File: src/rtl/seq_bin2bcd.sv
// seq_bin2bcd: iterative binary-to-BCD converter (shift-add-3, one bit per clock).
//
// A single-cycle start in IDLE latches the binary input. SHIFT then runs for
// p_data_width cycles and finishes with a one-cycle o_w_done pulse. The
// registered result (o_w_bcd, o_w_overflow, o_w_blank) changes only together
// with that pulse and is held until the next conversion completes.
//
// Handshake: i_w_start is honoured only while o_w_busy is low (IDLE). A start
// seen during SHIFT is ignored and i_w_in is not resampled. A start present in
// the o_w_done cycle is accepted, because the block is already IDLE then.
//
// Optional feature macro: SEQ_BIN2BCD_BLANK_EN
//   defined   -> o_w_blank holds a registered leading-zero mask.
//   undefined -> o_w_blank is tied to zero and no blanking logic exists.
//
// If the value does not fit in p_digits digits, the lower digits still hold the
// exact value mod 10^p_digits and o_w_overflow is set.
module seq_bin2bcd #(
    parameter int p_data_width = 8,
    parameter int p_digits     = 3
) (
    input  logic                      i_w_clk,
    input  logic                      i_w_reset,
    input  logic [p_data_width-1:0]   i_w_in,
    input  logic                      i_w_start,
    output logic                      o_w_busy,
    output logic                      o_w_done,
    output logic [4*p_digits-1:0]     o_w_bcd,
    output logic                      o_w_overflow,
    output logic [p_digits-1:0]       o_w_blank
);

    localparam int c_bcd_w = 4 * p_digits;
    localparam int c_cnt_w = $clog2(p_data_width + 1);

    localparam logic [c_cnt_w-1:0] c_cnt_load = c_cnt_w'(p_data_width);
    localparam logic [c_cnt_w-1:0] c_cnt_last = c_cnt_w'(1);

    typedef enum logic {
        ST_IDLE  = 1'b0,
        ST_SHIFT = 1'b1
    } state_t;

    state_t                  state_q,    state_d;
    logic [p_data_width-1:0] bin_q,      bin_d;
    logic [c_bcd_w-1:0]      scratch_q,  scratch_d;
    logic                    ovf_flag_q, ovf_flag_d;
    logic [c_cnt_w-1:0]      cnt_q,      cnt_d;
    logic                    done_q,     done_d;
    logic [c_bcd_w-1:0]      bcd_q,      bcd_d;
    logic                    ovf_q,      ovf_d;

    // Scratch digits after the add-3 correction.
    logic [c_bcd_w-1:0]      adj;
    // Scratch after this cycle's shift; the top bit of adj falls off the end.
    logic [c_bcd_w-1:0]      shifted;
    logic                    shift_out;

    // Add 3 to every scratch digit that is 5 or more, so that the following
    // doubling carries correctly into the next decimal digit.
    always_comb begin
        adj = scratch_q;
        for (int i = 0; i < p_digits; i++) begin
            if (scratch_q[4*i +: 4] >= 4'd5) begin
                adj[4*i +: 4] = scratch_q[4*i +: 4] + 4'd3;
            end
        end
    end

    // Shift {scratch, binary} left by one. The bit that leaves the top digit is
    // the decimal carry out of the top digit, which means the value overflowed.
    assign shift_out = adj[c_bcd_w-1];
    assign shifted   = {adj[c_bcd_w-2:0], bin_q[p_data_width-1]};

    // Next-state and datapath control for the IDLE/SHIFT sequencer.
    always_comb begin
        state_d    = state_q;
        bin_d      = bin_q;
        scratch_d  = scratch_q;
        ovf_flag_d = ovf_flag_q;
        cnt_d      = cnt_q;
        done_d     = 1'b0;
        bcd_d      = bcd_q;
        ovf_d      = ovf_q;

        case (state_q)
            ST_IDLE: begin
                if (i_w_start) begin
                    bin_d      = i_w_in;
                    scratch_d  = '0;
                    ovf_flag_d = 1'b0;
                    cnt_d      = c_cnt_load;
                    state_d    = ST_SHIFT;
                end
            end
            ST_SHIFT: begin
                bin_d      = {bin_q[p_data_width-2:0], 1'b0};
                scratch_d  = shifted;
                ovf_flag_d = ovf_flag_q | shift_out;
                cnt_d      = cnt_q - c_cnt_last;
                if (cnt_q == c_cnt_last) begin
                    // Last input bit: publish the result this cycle.
                    bcd_d   = shifted;
                    ovf_d   = ovf_flag_q | shift_out;
                    done_d  = 1'b1;
                    state_d = ST_IDLE;
                end
            end
            default: begin
                state_d = ST_IDLE;
            end
        endcase
    end

    // State and datapath registers. Reset aborts any conversion and does not
    // produce a done pulse.
    always_ff @(posedge i_w_clk) begin
        if (i_w_reset) begin
            state_q    <= ST_IDLE;
            bin_q      <= '0;
            scratch_q  <= '0;
            ovf_flag_q <= 1'b0;
            cnt_q      <= '0;
            done_q     <= 1'b0;
            bcd_q      <= '0;
            ovf_q      <= 1'b0;
        end else begin
            state_q    <= state_d;
            bin_q      <= bin_d;
            scratch_q  <= scratch_d;
            ovf_flag_q <= ovf_flag_d;
            cnt_q      <= cnt_d;
            done_q     <= done_d;
            bcd_q      <= bcd_d;
            ovf_q      <= ovf_d;
        end
    end

`ifdef SEQ_BIN2BCD_BLANK_EN
    logic [p_digits-1:0] blank_q, blank_d;
    logic [p_digits-1:0] blank_calc;
    logic                all_zero;

    // Leading-zero mask of the finished result. Bit i is set when digit i and
    // every digit above it are zero. Bit 0 stays clear so that 0 shows as "0".
    always_comb begin
        blank_calc = '0;
        all_zero   = 1'b1;
        for (int i = p_digits - 1; i >= 1; i--) begin
            all_zero      = all_zero & (shifted[4*i +: 4] == 4'd0);
            blank_calc[i] = all_zero;
        end
    end

    // Load the mask in the same cycle as the BCD result.
    always_comb begin
        blank_d = blank_q;
        if (done_d) begin
            blank_d = blank_calc;
        end
    end

    // Mask register, cleared by reset with the other outputs.
    always_ff @(posedge i_w_clk) begin
        if (i_w_reset) begin
            blank_q <= '0;
        end else begin
            blank_q <= blank_d;
        end
    end

    assign o_w_blank = blank_q;
`else
    assign o_w_blank = '0;
`endif

    assign o_w_busy     = (state_q == ST_SHIFT);
    assign o_w_done     = done_q;
    assign o_w_bcd      = bcd_q;
    assign o_w_overflow = ovf_q;

endmodule

File: config.mk
export PLATFORM = sky130hd
export DESIGN_NAME = seq_bin2bcd
export DESIGN_NICKNAME = d
export VERILOG_FILES = /design/src/rtl/seq_bin2bcd.sv
export SDC_FILE = /design/constraint.sdc
export NUM_CORES = 1
export LEC_CHECK = 0
export CAP_MARGIN = 0
export CELL_PAD_IN_SITES_DETAIL_PLACEMENT = 2
export CELL_PAD_IN_SITES_GLOBAL_PLACEMENT = 2
export CORE_UTILIZATION = 34
export CTS_BUF_LIST = sky130_fd_sc_hd__clkbuf_8
export CTS_CLUSTER_SIZE = 20
export DETAILED_ROUTE_END_ITERATION = 12
export GPL_TIMING_DRIVEN = 1
export MAX_ROUTING_LAYER = met4
export PLACE_DENSITY_LB_ADDON = 0.1
export SYNTH_ARGS = -nofsm -noshare
export SYNTH_HDL_FRONTEND = slang
export SYNTH_SLANG_ARGS = --single-unit
File: constraint.sdc
create_clock -name i_w_clk -period 1.9 [get_ports i_w_clk]
set_input_delay 0.38 -clock i_w_clk [delete_from_list [all_inputs] [get_ports i_w_clk]]
set_output_delay 0.38 -clock i_w_clk [all_outputs]
set_load 0.01 [all_outputs]
* Word-level counts from Yosys, hierarchy flattened
Cells that the tools add are included.
** Word-level totals
- Flip-flop bits (word level) :: 40
- Word-level logic and storage cells :: 36
- Bits of input ports :: 11
- Output and inout port bits :: 18
** Cells by class
- Add/sub/neg operators :: 4
- Reduce and logical (&&, ||, !) cells :: 2
- Equal/unequal tests :: 2
- Mux-type cells :: 15
- Magnitude comparators :: 3
- Bitwise operators :: 2
** Operators with widths (count)
- case mux 12 bit (2 select lines) :: 1
- two-way mux 4 bit :: 4
- case mux 8 bit (2 select lines) :: 1
- adder 4 x 2 -> 4 bit (second input constant) :: 3
- greater-or-equal comparator 4 x 3 -> 1 bit (second input constant) :: 3
- two-way mux 12 bit :: 1
- two-way mux 8 bit :: 1
- case mux 4 bit (2 select lines) :: 1
- == test 4 x 1 -> 1 bit (second input constant) :: 1
- two-way mux 1 bit :: 4
- case mux 1 bit (2 select lines) :: 2
- subtractor 4 x 1 -> 4 bit (second input constant) :: 1
- != test 2 bit (second input constant) :: 1
- AND reduction 2 bit :: 1
- OR reduction 2 bit :: 1
- inverter 1 bit :: 1
- OR 1 bit :: 1

* Logic depth before layout (Yosys ltp)
Gate-level depths: netlist of the first run.
- Word-level depth :: 4
- Depth in mapped cells :: 8
- Mapped depth without buffers :: 7

* Worst setup path after synthesis of the first run
Ideal clock, no wire load.
- Kind :: reg-to-reg
- Start point :: register scratch_q[5]
- End point :: register scratch_q[6]
- Path slack :: 0.506 ns
- Cell stages (with the launch flop) :: 7
- Buffers on the path :: 0
- Library setup time :: 0.074 ns
- Period minus slack after synthesis :: 1.394 ns
- Arrival time :: 1.320 ns
- Required time :: 1.826 ns
- Cell sequence :: dfxtp_1 -> inv_1 -> ha_1 -> nand2b_1 -> a21oi_2 -> mux2_2 -> o21ai_0
** Between the ends
- Word-level cells in the longest chain between the ends :: 3
- Elaborated cells on any way between the ends :: 4
- Classes of those cells :: add/sub (1); order compare (1); mux (2)
** RTL lines
- from (decl) :: line 46 : logic [c_bcd_w-1:0] scratch_q, scratch_d;
- from (signal assigned) :: line 130 : scratch_q <= scratch_d;
- adder 4 x 2 -> 4 bit or greater-or-equal comparator 4 x 3 -> 1 bit (tied branches) :: line 65, 64
- two-way mux 4 bit * :: line 64 : if (scratch_q[4*i +: 4] >= 4'd5) begin
- case mux 12 bit (2 select lines) * :: line 86 : case (state_q)
Every way passes the cells marked *; elsewhere a longest branch is shown, timed or not.
A chain may end at the register's enable or synchronous reset.

* Final worst setup path of the first run
- Start point :: register state_q, in the netlist o_w_busy
- End point :: output o_w_busy
** RTL lines
- from (decl) :: line 44 : state_t state_q, state_d;
- from (signal assigned) :: line 128 : state_q <= state_d;
- to (decl) :: line 26 : output logic o_w_busy,
No word-level cell between the ends.

==> qor.csv, run 1 <==
metric,value,unit
TritonCTS clock tree,done,
Netlist cell types,38,
MaxCap Viol Count,0,
Post-Syn Area per Cell,9.349,um2
Antenna Cells,0,
gpl congestion,0.7854,
drt initial violations,47,
initial antenna violation count,0,
core area,0.005140,mm2
setup bufs post-CTS,0,
post-synthesis instance area,0.001823,mm2
initial core utilization,35.47,%
vias per cell,5.105,
DR vias,1506,
router iterations before antenna repair,3,
Power Density,730.1,mW/mm2
Hold Crit Endpoint,o_w_bcd[6]$_SDFFE_PP0P_,
max_slew headroom,58.65,%
clock sinks,40,
R2R Setup Slk,0.32,ns
Seq cells post-synth,40,
reg2reg end,scratch_q[6]$_SDFFE_PP0P_,
sequential share of the synthesized area,43.93,%
setup TNS,0,ns
Worst Max-Slew Pin Slew,0.6196,ns
post-synth top area cell,dfxtp_1,
CP Cell Sequence,clkdlybuf4s50_1,
Core Rows,26,
share of the synthesized area in the top cell type,43.93,%
Reg-to-Reg Start,scratch_q[5]$_SDFFE_PP0P_,
leakage,0.8268,nW
"Max FO, Critical Path",5,
WHS,0.4634,ns
WL per Instance,16.20,um
post-CTS resize count,0,
vias in the first global route,1626,
final hold vios,0,
Ys Warns,0,
Die H,75.23,um
Port Buf Inserts,25,
total power draw,0.001632,W
final setup violation count,0,
crit path kind,reg -> out,
root buf cell,clkbuf_8,
area grow syn2layout,22.58,%
status,finished clean,
CP Data Arrival Time,1.28,ns
GRT Overall Usage,19.89,%
Final Skew,0.007304,ns
number of hold buffers added after CTS,0,
antenna-violating nets left,0,
Clock Latency Late Sink,0.29,ns
Worst path slowest cell,clkdlybuf4s50_1,
HP Class,reg -> reg,
Critical Path End Type,output pin,
first-pass GRT wire length,7.983,mm
hold path cells,1,
Clock Pin Slew Worst Setup and Hold Paths,0.08,ns
worst endpoint required time,1.52,ns
RSZ-0062 raised after global routing,false,
Max VDD drop,0.4021,mV
nets,243,
met3 WL post-DR,117,um
highest routed layer,met4,
CP Launch Type,register,
Worst path top cell family by delay,buffers and inverters,
Crit path buffers/inverters,1,
# DRC,0,
# IOs,29,
crit-path max cell delay,0.57,ns
CTS max path bufs,2,
Max Fclk,0.6007,GHz
cts bufs inserted,5,
layout cells sized above 1,11.11,%
htree depth,2,
area of the die,0.005659,mm2
die width,75.23,um
worst r2r path cells,6,
Slew Limit Fails,0,
largest cells by area after synthesis,"dfxtp_1, ha_1, mux2i_1",
M1 WL,2.090,mm
dpl hpwl,3.566,mm
Final period util,87.61,%
fin crit period,1.665,ns
Synth Instances,195,
grt ovf,0,
hold path start,o_w_bcd[6]$_SDFFE_PP0P_,
routed wl met2,2.526,mm
maximum number of pins on one net before global-route repair,26,
drt total wl,4.778,mm
## layout make-up
cell class                 instances  area (um2)
fill                             585        2905
multi-input combinational        134       909.6
sequential                        40       800.8
timing repair buffer              32       302.8
tap                               70       87.58
clock buffer                       6       82.58
inverter                          11       41.29
clock inverter                     2       10.01
## kinds of logic (layout without fill, tap and decap cells)
family	Yosys count	in the layout	share of synthesized area, %
xor gates and xnor gates	3	3	1.442
adders and majority gates	8	8	5.491
and+or+nand+nor	53	53	15.03
other	1	3	0.2057
DFF	40	40	43.93
buffers and inverters	23	51	6.589
muxes	12	12	6.932
AOI/OAI and AO/OA	55	55	20.38
## how the worst max path moves through the flow
stage	end	slack, ns	depth (start not counted)	startpoint
floorplan	scratch_q[6]$_SDFFE_PP0P_	0.51	6	scratch_q[5]$_SDFFE_PP0P_
global placement	scratch_q[9]$_SDFFE_PP0P_	0.15	4	i_w_reset
detailed placement	scratch_q[8]$_SDFFE_PP0P_	0.1	4	i_w_reset
CTS	o_w_busy	0.21	1	o_w_busy$_SDFF_PP0_
global route	o_w_busy	0.16	1	o_w_busy$_SDFF_PP0_
finish	o_w_busy	0.24	1	o_w_busy$_SDFF_PP0_
## stage by stage
step | area (um2) | util [%] | instances | setup WS (ns)
6_report | 2235 | 43.48 | 295 | 0.2354
5_1_grt | 2235 | 43.48 | 295 | 0.1565
4_1_cts | 2235 | 43.48 | 295 | 0.2097
3_5_place_dp | 2142 | 41.67 | 287 | 0.09916
3_3_place_gp | 2142 | 41.67 | 287 | 0.1470
2_1_floorplan | 1831 | - | 197 | 0.5062
## cells in the final DEF (no fill, tap or decap), drive strengths merged, types with 2 or more instances in the layout
cell type / synthesis / routed
dfxtp: 40 / 40
clkdlybuf4s50: 0 / 25
nor2: 24 / 24
a21oi: 19 / 19
o21ai: 13 / 13
inv: 11 / 11
mux2i: 10 / 10
o2bb2ai: 9 / 9
nand3: 8 / 8
ha: 8 / 8
nor3: 8 / 8
buf: 10 / 7
nor3b: 6 / 6
clkbuf: 2 / 6
nand2b: 5 / 5
a22o: 4 / 4
xnor2: 3 / 3
a32o: 3 / 3
conb: 1 / 3
a21o: 2 / 2
clkinv: 0 / 2
mux2: 2 / 2
## flip-flops by register name (all words and copies together) (netlist names)
signal,flops
o_w_busy,1
bin_q,8
scratch_q,12
ovf_flag_q,1
cnt_q,4
o_w_done,1
o_w_bcd,12
o_w_overflow,1
## synth_stat cells, drive strengths merged
library cell and n:
a211oi 1, nor3b 6, ha 8, mux2 2
o21ba 1, a32o 3, a311oi 1, a21oi 19
o21ai 13, o2bb2ai 9, nand3 8, a31oi 1
a21o 2, mux2i 10, nand2 1, dfxtp 40
nor3 8, inv 11, buf 10, conb 1
a22o 4, clkbuf 2, nand3b 1, o22ai 1
xnor2 3, nand2b 5, nor2 24
## layer usage
layer	vias up	GRT usage [%]
met5	-	-
met4	0	5.967
met3	4	4.016
met2	23	35.54
met1	737	22.35
li1	742	-
## power breakdown
part,switching [W],internal [W],total [W],leakage [nW]
logic,0.0000921,0.0000678,0.000160,0.451
registers,0.0000188,0.000859,0.000877,0.325
clock network,0.000304,0.000290,0.000594,0.0510
Power figures use the tool's default switching activity.
==> run 2, diff against run 1 <==
REMOVE_ABC_BUFFERS = 1   (was not set)
==> run 2 against run 1 <==
- non-clock buffer count up 2
- critical path type unchanged
- final cell count up 0.68%
- clock-buffer cell count down 1
- sequential power about the same
- die area unchanged
- combinational power about the same
- fmax down 8.7%
- design area up 1.0%
==> qor.csv, run 2 (same netlist as run 1, synthesis figures left out) <==
metric,value,unit,change
drt initial violations,64,,+36%
Power Density,714.5,mW/mm2,-2.1%
worst r2r path cells,6,,unchanged
DR vias,1514,,+0.53%
initial core utilization,35.47,%,unchanged
Clk network pwr share,35.4,%,-1.0 points
final setup violation count,0,,unchanged
Worst path top cell family by delay,buffers and inverters,,
TritonCTS clock tree,done,,
router iterations before antenna repair,4,,+1
Port Buf Inserts,25,,unchanged
Non-Filler Instances,297,,+0.68%
Antenna Cells,0,,unchanged
Clock Latency Late Sink,0.29,ns,about the same
CP Data Arrival Time,1.44,ns,+0.16 ns
reg2reg end,o_w_bcd[6]$_SDFFE_PP0P_,,
vias per cell,5.098,,-0.15%
most frequent cells in the layout,"dfxtp_1, clkdlybuf4s50_1, nor2_1",,
Worst path slowest cell,clkdlybuf4s50_1,,
setup TNS,0,ns,unchanged
Sw Share,26.33,%,+0.89 points
R2R Setup Slk,0.25,ns,-0.07 ns
"Max FO, Critical Path",9,,+4
crit path kind,reg -> out,,
WL per Instance,15.88,um,-2.0%
hold path cells,1,,unchanged
Comb power frac,10.1,%,+0.3 points
max_slew headroom,60.36,%,+1.7 points
Max Fclk,0.5485,GHz,-8.7%
final hold vios,0,,unchanged
Max VDD drop,0.4114,mV,+2.3%
Crit path buffers/inverters,1,,unchanged
grt ovf,0,,unchanged
RSZ-0062 raised after global routing,false,,
Worst Max-Slew Pin Slew,0.5939,ns,-0.02567 ns
maximum number of pins on one net before global-route repair,17,,-35%
number of placed cells counting well taps,289,,+0.70%
fill count,602,,+2.9%
worst endpoint required time,1.52,ns,about the same
htree depth,2,,unchanged
layout cells sized above 1,11.89,%,+0.78 points
Die H,75.23,um,unchanged
leakage,0.8374,nW,+1.3%
antenna-violating nets left,0,,unchanged
CP Cell Sequence,clkdlybuf4s50_1,,
root buf cell,clkbuf_8,,
crit-path max cell delay,0.61,ns,+0.04 ns
die width,75.23,um,unchanged
nets,245,,+0.82%
drt total wl,4.716,mm,-1.3%
CP Depth,1,,unchanged
area grow syn2layout,23.82,%,
total power draw,0.001613,W,-1.2%
number of hold buffers added after CTS,0,,unchanged
Clock Pin Slew Worst Setup and Hold Paths,0.08,ns,about the same
CP Launch Type,register,,
fin crit period,1.823,ns,+0.1585 ns
dpl hpwl,3.672,mm,+3.0%
HP Class,reg -> reg,,
area of the die,0.005659,mm2,unchanged
clock sinks,40,,unchanged
switching power,0.0004246,W,+2.3%
"Core Util, Final",43.91,%,+0.44 points
Core Rows,26,,unchanged
# IOs,29,,unchanged
Critical Path End Type,output pin,,
# DRC,0,,unchanged
"most common cell after layout, fill and taps aside",dfxtp_1,,
Reg power frac,54.5,%,+0.7 points
worst setup path end,o_w_busy,,
gpl congestion,0.7251,,-7.7%
Slew Limit Fails,0,,unchanged
GRT Overall Usage,19.21,%,-0.68 points
CTS max path bufs,2,,unchanged
internal power,0.001188,W,-2.3%
cts bufs inserted,5,,unchanged
post-CTS resize count,0,,unchanged
first-pass GRT wire length,7.831,mm,-1.9%
Final Skew,0.007110,ns,-0.0001938 ns
status,finished clean,,
Reg-to-Reg Start,scratch_q[5]$_SDFFE_PP0P_,,
MaxCap Viol Count,0,,unchanged
setup bufs post-CTS,0,,unchanged
initial antenna violation count,0,,unchanged
Final period util,95.95,%,+8.3 points
core area,0.005140,mm2,unchanged
WHS,0.4675,ns,+0.004104 ns
CP startpoint,o_w_busy$_SDFF_PP0_,,
vias in the first global route,1625,,-0.062%
-- run 2: changes by cell type in the layout (fill, tap and decap cells not counted) --
cell	previous run	this run
buf_12	0	1
buf_4	7	8
clkbuf_8	6	5
clkinv_4	0	1
-- run 2: worst reg2reg max path: cells and delay by family, from the launching register on --
kind / cells / cell delay, ns
muxes: 1 / 0.39
AOI/OAI and AO/OA: 2 / 0.38
DFF: 1 / 0.33
adders and majority gates: 1 / 0.26
and+or+nand+nor: 1 / 0.12
buffers and inverters: 1 / 0.10
-- run 2: how the worst min path moves through the flow --
| stage | from | slack (ns) | endpoint |
|---|---|---|---|
| floorplan | i_w_reset | 0.45 | cnt_q[2]$_SDFFE_PP0P_ |
| global placement | o_w_bcd[6]$_SDFFE_PP0P_ | 0.45 | o_w_bcd[6]$_SDFFE_PP0P_ |
| detailed placement | o_w_bcd[4]$_SDFFE_PP0P_ | 0.45 | o_w_bcd[4]$_SDFFE_PP0P_ |
| CTS | o_w_bcd[4]$_SDFFE_PP0P_ | 0.47 | o_w_bcd[4]$_SDFFE_PP0P_ |
| global route | o_w_bcd[10]$_SDFFE_PP0P_ | 0.49 | o_w_bcd[10]$_SDFFE_PP0P_ |
| finish | o_w_bcd[4]$_SDFFE_PP0P_ | 0.47 | o_w_bcd[4]$_SDFFE_PP0P_ |
-- run 2: through the flow --
stage                     worst slack [ns]  instance area [um2]
after global routing              0.004465                 2257
after CTS                          0.04756                 2257
after floorplan                     0.1896                 1752
final                              0.07691                 2257
after detailed placement           0.05488                 2170
after global placement              0.1078                 2170
-- run 2: layer usage --
layer  up-vias  wire, um  GRT usage, %
met2        21      2329         32.53
met4         0        55         5.556
met5         -         0             -
met3         7        97         3.614
met1       745      2234         23.28
li1        741         -             -
-- run 2: power by group through the flow --
| stage | Combinational [W] | Sequential, W | Clock [W] |
|---|---|---|---|
| 2_1_floorplan | 0.0000766 | 0.000900 | 0 |
| 3_3_place_gp | 0.000156 | 0.000898 | 0 |
| 5_1_grt | 0.000183 | 0.000883 | 0.000619 |
| 3_5_place_dp | 0.000166 | 0.000900 | 0 |
| 6_report | 0.000162 | 0.000880 | 0.000571 |
| 4_1_cts | 0.000167 | 0.000880 | 0.000593 |
-- run 2: area by class of cell --
type	instances	area [um2]	share of cell area, %
sequential	40	800.8	35.48
timing repair buffer	34	330.3	14.63
tap	70	87.58	3.880
multi-input combinational	134	909.6	40.30
inverter	11	41.29	1.829
clock inverter	3	18.77	0.8315
clock buffer	5	68.82	3.049
